--- src/rtl/io_pkg.sv ---
// rtl/io_pkg.sv - shared constants for the memory-mapped IO responder
package io_pkg;
   localparam logic [7:0] IO_PAGE      = 8'hFF;

   localparam logic [7:0] OFF_LED      = 8'h00;
   localparam logic [7:0] OFF_SW       = 8'h04;
   localparam logic [7:0] OFF_OUT_STAT = 8'h08;
   localparam logic [7:0] OFF_OUT_DATA = 8'h0C;
   localparam logic [7:0] OFF_IN_STAT  = 8'h10;
   localparam logic [7:0] OFF_IN_DATA  = 8'h14;
   localparam logic [7:0] OFF_TIMER    = 8'h18;

   localparam int STAT_FULL    = 0;
   localparam int STAT_EMPTY   = 1;
   localparam int STAT_OVF     = 2;
   localparam int STAT_CNT_LSB = 4;
   localparam int STAT_PRESENT = 0;
endpackage

--- src/rtl/io_fifo.sv ---
// rtl/io_fifo.sv - synchronous FIFO with occupancy count; push while full is dropped unless popped
module io_fifo #(
   parameter int WIDTH = 32,
   parameter int DEPTH = 4
) (
   input  logic                       clk,
   input  logic                       rst,
   input  logic                       push,
   input  logic                       pop,
   input  logic [WIDTH-1:0]           din,
   output logic [WIDTH-1:0]           dout,
   output logic                       full,
   output logic                       empty,
   output logic [$clog2(DEPTH):0]     count
);
   localparam int AW = $clog2(DEPTH);
   localparam int CW = AW + 1;

   logic [WIDTH-1:0] mem_q [DEPTH];
   logic [AW-1:0]    rd_ptr_q, rd_ptr_d;
   logic [AW-1:0]    wr_ptr_q, wr_ptr_d;
   logic [CW-1:0]    count_q, count_d;
   logic             do_push, do_pop;

   always_comb begin
      do_pop   = pop && (count_q != '0);
      // A full FIFO can still accept a word when the head leaves in the same cycle
      do_push  = push && ((count_q != CW'(DEPTH)) || do_pop);
      rd_ptr_d = rd_ptr_q;
      wr_ptr_d = wr_ptr_q;
      count_d  = count_q;
      if (do_pop)  rd_ptr_d = rd_ptr_q + AW'(1);
      if (do_push) wr_ptr_d = wr_ptr_q + AW'(1);
      if (do_push && !do_pop)      count_d = count_q + CW'(1);
      else if (do_pop && !do_push) count_d = count_q - CW'(1);
   end

   always_ff @(posedge clk) begin
      if (rst) begin
         rd_ptr_q <= '0;
         wr_ptr_q <= '0;
         count_q  <= '0;
      end else begin
         rd_ptr_q <= rd_ptr_d;
         wr_ptr_q <= wr_ptr_d;
         count_q  <= count_d;
      end
   end

   always_ff @(posedge clk) begin
      if (!rst && do_push) mem_q[wr_ptr_q] <= din;
   end

   assign dout  = mem_q[rd_ptr_q];
   assign full  = (count_q == CW'(DEPTH));
   assign empty = (count_q == '0);
   assign count = count_q;
endmodule

--- src/rtl/io_responder.sv ---
// rtl/io_responder.sv - IO page decode, LED/switch/timer registers, output FIFO and input holding
module io_responder #(
   parameter int         FIFO_DEPTH = 4,
   parameter logic [7:0] IO_PAGE    = io_pkg::IO_PAGE
) (
   input  logic        clk,
   input  logic        rst,
   input  logic [15:0] io_addr,
   input  logic [31:0] io_din,
   input  logic        io_we,
   input  logic        io_rd,
   output logic [31:0] io_dout,
   output logic [15:0] led,
   input  logic [15:0] sw,
   output logic [31:0] out_data,
   output logic        out_valid,
   input  logic        out_ready,
   input  logic [31:0] in_data,
   input  logic        in_valid,
   output logic        in_ready
);
   import io_pkg::*;

   localparam int CW = $clog2(FIFO_DEPTH) + 1;

   logic [15:0] led_q, led_d;
   logic [15:0] sw_meta_q, sw_sync_q;
   logic [31:0] timer_q, timer_d;
   logic        ovf_q, ovf_d;
   logic        present_q, present_d;
   logic [31:0] held_q, held_d;

   logic        sel, wr, rd;
   logic [7:0]  off;
   logic        fifo_push, fifo_pop, fifo_full, fifo_empty;
   logic [CW-1:0] fifo_count;
   logic [31:0] stat_word;

   assign sel = (io_addr[15:8] == IO_PAGE);
   assign off = io_addr[7:0];
   assign wr  = sel && io_we;
   assign rd  = sel && io_rd;

   assign fifo_pop  = out_ready && !fifo_empty;
   assign fifo_push = wr && (off == OFF_OUT_DATA);

   always_comb begin
      led_d     = led_q;
      ovf_d     = ovf_q;
      present_d = present_q;
      held_d    = held_q;
      timer_d   = timer_q + 32'd1;
      if (wr && off == OFF_LED) led_d = io_din[15:0];
      if (wr && off == OFF_TIMER) timer_d = io_din;
      if (fifo_push && fifo_full && !fifo_pop) ovf_d = 1'b1;
      else if (wr && off == OFF_OUT_STAT && io_din[STAT_OVF]) ovf_d = 1'b0;
      // Capture and read-to-clear are exclusive: capture needs present low, clear needs it high
      if (in_valid && !present_q) begin
         present_d = 1'b1;
         held_d    = in_data;
      end else if (rd && off == OFF_IN_DATA && present_q) begin
         present_d = 1'b0;
      end
   end

   always_ff @(posedge clk) begin
      if (rst) begin
         led_q     <= '0;
         sw_meta_q <= '0;
         sw_sync_q <= '0;
         timer_q   <= '0;
         ovf_q     <= 1'b0;
         present_q <= 1'b0;
         held_q    <= '0;
      end else begin
         led_q     <= led_d;
         sw_meta_q <= sw;
         sw_sync_q <= sw_meta_q;
         timer_q   <= timer_d;
         ovf_q     <= ovf_d;
         present_q <= present_d;
         held_q    <= held_d;
      end
   end

   io_fifo #(.WIDTH(32), .DEPTH(FIFO_DEPTH)) u_fifo (
      .clk   (clk),
      .rst   (rst),
      .push  (fifo_push),
      .pop   (fifo_pop),
      .din   (io_din),
      .dout  (out_data),
      .full  (fifo_full),
      .empty (fifo_empty),
      .count (fifo_count)
   );

   always_comb begin
      stat_word = '0;
      stat_word[STAT_FULL]  = fifo_full;
      stat_word[STAT_EMPTY] = fifo_empty;
      stat_word[STAT_OVF]   = ovf_q;
      stat_word[STAT_CNT_LSB +: 4] = 4'(fifo_count);
   end

   always_comb begin
      io_dout = '0;
      if (sel) begin
         case (off)
            OFF_LED:      io_dout = {16'b0, led_q};
            OFF_SW:       io_dout = {16'b0, sw_sync_q};
            OFF_OUT_STAT: io_dout = stat_word;
            OFF_IN_STAT:  io_dout = {31'b0, present_q};
            OFF_IN_DATA:  io_dout = held_q;
            OFF_TIMER:    io_dout = timer_q;
            default:      io_dout = '0;
         endcase
      end
   end

   assign led       = led_q;
   assign out_valid = !fifo_empty;
   assign in_ready  = !present_q;
endmodule

--- config.mk ---
export PLATFORM = sky130hd
export DESIGN_NAME = io_responder
export DESIGN_NICKNAME = d
export VERILOG_FILES = /design/src/rtl/io_pkg.sv /design/src/rtl/io_fifo.sv /design/src/rtl/io_responder.sv
export SDC_FILE = /design/constraint.sdc
export NUM_CORES = 1
export LEC_CHECK = 0
export ABC_AREA = 1
export BUFFER_PORTS_ARGS = -buffer_cell sky130_fd_sc_hd__buf_2
export CORE_ASPECT_RATIO = 0.7
export CORE_MARGIN = 2
export CORE_UTILIZATION = 35
export DETAILED_ROUTE_END_ITERATION = 7
export PLACE_DENSITY = 0.64
export SYNTH_ARGS = -nofsm -noshare
export SYNTH_HDL_FRONTEND = slang
export SYNTH_SLANG_ARGS = --single-unit
--- constraint.sdc ---
create_clock -name clk -period 4.55 [get_ports clk]
set_input_delay 0.2275 -clock clk [delete_from_list [all_inputs] [get_ports clk]]
set_output_delay 0.2275 -clock clk [all_outputs]
set_load 0.02 [all_outputs]
==> run_results.csv <==
group,metric,value,unit
synthesis,syn_nets,1393,
synthesis,synthAdderAreaFrac,0.00872,
place,post-place-ws,1.92,ns
timing,period_share,0.592,
global_route,antenna_found_initial,0,
run_status,outcome,"finished, final reports clean",
cts,htree_levels,1,
place,io_buffers,183,
timing,finalMaxSlewViolations,0,
critical_path,end_kind,"primary output",
timing,fin_crit,2.70,ns
global_route,grt_pass1_vias,8443,
cts,cts_tree,"done",
die,core-area,30900,µm²
timing,hold_viol_final,0,
route,vias_per_cell,4.77,
global_route,grt_usage,0.190,
route,drc,0,
synthesis,synth-compound-area-share,0.105,
synthesis,synth_mux_area_frac,0,
synthesis,yosysTopAreaCell,"edfxtp_1",
cts,cts_root_buf,"clkbuf_16",
synthesis,synth_warnings,0,
die,initial_core_util,0.353,
place,dp_hpwl,21400,µm
timing,fin_skew,0.0181,ns
die,rows,54,
timing,worst_pin_slew,1.05,ns
synthesis,synth_top_area_frac,0.353,
final_layout,nNetsFinal,1632,
route,avgRoutedWirePerCell,16.3,µm
timing,fin_tns_setup,0,ns
power,power_density,399,nW/µm²
timing,max_freq,0.371,GHz
cts,cts_buffer_depth,3,
route,antenna_left,0,
final_layout,num_antenna_cells,0,
die,die_h,152,µm
cts,post_cts_buffers,0,
synthesis,synthCells,1284,
synthesis,synthXorXnorAreaFrac,0.00964,
critical_path,arrival,2.47,ns
critical_path,startpoint_type,"input pin",
synthesis,synth-seq-cells,251,
cts,cts_buffers,26,
cts,clock_latency,0.55,ns
route,routed_wl,32000,µm
final_layout,drive_gt1_frac,0.170,
timing,slew_headroom,0.300,
route,drt_iter0_drc,740,
synthesis,synth_top_cells_by_area,"edfxtp_1 35%, dfxtp_1 23%, nor2_1 9.7%",
cts,clock_sinks,251,
synthesis,synth.avg_cell_area,8.49,µm²
power,ir_worst_vdd,0.190,mV
critical_path,critPathKind,"in -> out",
synthesis,seq_area_frac_synth,0.579,
critical_path,crit_fanout,25,
timing,fin_ws,1.85,ns
global_route,grt_pass1_wl,48100,µm
global_route,grt_max_degree,65,
synthesis,synth_simple_gate_area_frac,0.235,
cts,path_clk_slew,0.06,ns
final_layout,fin_util,0.445,
synthesis,ys_types,32,
die,die_area,32600,µm²
critical_path,critPathRequiredTime,4.32,ns
timing,rsz0062_at_grt,"false",
hold_path,min_path_type,"in -> reg",
run,drv_cap,0,
route,drt_pass1_iterations,5,
die,die_w,215,µm
synthesis,synth_top_family_by_area,"simple AND/OR/NAND/NOR gates",
route,num_vias,9373,
die,ios,184,
synthesis,syn-cell-area,10900,µm²
power,p_leak,5.41,nW
global_route,gr-total-overflow,0,
timing,setup_viol,0,
final_layout,area_delta_synth_final,26.1,%
place,place_congestion,0.883,
## synthesized netlist by cell type
| cell | count |
|---|---|
| ha_1 | 6 |
| nand2_4 | 1 |
| clkinv_1 | 2 |
| nand3_1 | 87 |
| o22ai_1 | 32 |
| inv_1 | 104 |
| a22oi_1 | 1 |
| edfxtp_1 | 128 |
| nand2_2 | 2 |
| nand4_1 | 2 |
| buf_1 | 4 |
| nand2_1 | 231 |
| buf_2 | 11 |
| inv_2 | 1 |
| o21ai_1 | 2 |
| nor3_1 | 3 |
| clkinv_2 | 1 |
| nor2_4 | 6 |
| fa_1 | 1 |
| buf_6 | 4 |
| xor2_1 | 11 |
| clkbuf_1 | 40 |
| nand3b_1 | 1 |
| and3_1 | 1 |
| buf_4 | 2 |
| nor2_1 | 282 |
| a21oi_1 | 57 |
| dfxtp_1 | 123 |
| xnor2_1 | 1 |
| o21ai_0 | 129 |
| nor2_2 | 4 |
| nand3_2 | 4 |
## what timing repair did
action	in CTS	in global routing
hold buffers	74	1
endpoints found under the setup margin	0	0
hold endpoints to repair	157	4
resized for setup	0	0
## metal layers
metal	track usage	up-vias	share of wire
met1	0.284	4365	0.50
met3	0.0319	31	0.054
met2	0.293	283	0.44
met5	0	-	0
met4	0.0333	0	0.012
li1	-	4694	-
## critical path: stages
cell and delay [ns]:
buf_2 0.10, nor2_2 0.14, nand3_2 0.15, nor2_4 0.52, inv_1 0.32, o21ai_0 0.55
nor2_1 0.09, nor2_1 0.15, buf_2 0.20
## layout make-up
| type | count | area, µm² |
|---|---|---|
| inverters | 108 | 407 |
| multi-input cells | 864 | 3920 |
| flip-flops and latches | 251 | 6310 |
| clock inverters | 15 | 125 |
| clock buffers | 33 | 687 |
| repair buffers | 272 | 1770 |
| well taps | 420 | 526 |
| fillers | 3019 | 17100 |
## registers in the layout, summed over array words and instances, names as in the netlist, 2 cells and up, named ones only
signal / cells
u_fifo.wr_ptr_q: 2
timer_q: 32
led: 16
u_fifo.rd_ptr_q: 2
held_q: 32
u_fifo.count: 3
sw_sync_q: 16
u_fifo.mem_q: 128
sw_meta_q: 16
## path summary, 6_finish.rpt
kind,from,end,slack [ns],cells past startpoint
worst max register to register,u_fifo.count[0]$_SDFFE_PP0P_,u_fifo.count[2]$_SDFFE_PP0P_,2.21,13
worst min register to register,sw_meta_q[12]$_SDFF_PP0_,sw_sync_q[12]$_SDFF_PP0_,0.40,2
worst max-delay path,io_addr[7],io_dout[14],1.85,9
worst min-delay path,io_din[0],u_fifo.mem_q[0][0]$_DFFE_PP_,0.02,1
## logic make-up (layout without fill, tap and decap cells)
family,Yosys count,in the layout
AND/OR/NAND/NOR,624,624
flip-flops,251,251
AO/OA/AOI/OAI,221,221
buffers and inverters,169,428
XOR/XNOR,12,12
adder cells (fa/ha/maj),7,7
## cells in the final DEF, fill, tap and decap left out, drive strengths merged
cell           n
nand4          2
o21ai        131
dfxtp        123
nor3           3
nand3         91
bufinv         1
nand2        234
xnor2          1
clkinvlp       7
dlygate4sd3   75
a22oi          1
xor2          11
nor2         292
o22ai         32
clkinv        10
ha             6
clkbuf        33
nand3b         1
and3           1
edfxtp       128
fa             1
a21oi         57
inv          105
buf          197
## stage by stage
stage	hold WS (ns)	total power, mW	cell area (µm²)	std cells
finish	0.0180	5.48	13700	1963
global route	0.0138	5.73	13700	1963
CTS	0.000650	5.53	13700	1962
detailed placement	0.392	3.46	12200	1840
global placement	0.392	3.45	12200	1840
floorplan	0.326	3.10	10900	1284
## where the power goes
part	internal, mW	leakage [nW]	switching, mW
Combinational	0.319	2.88	0.656
Clock	1.13	0.378	0.896
Sequential	2.44	2.16	0.0434
(Power assumes the default switching activity.)
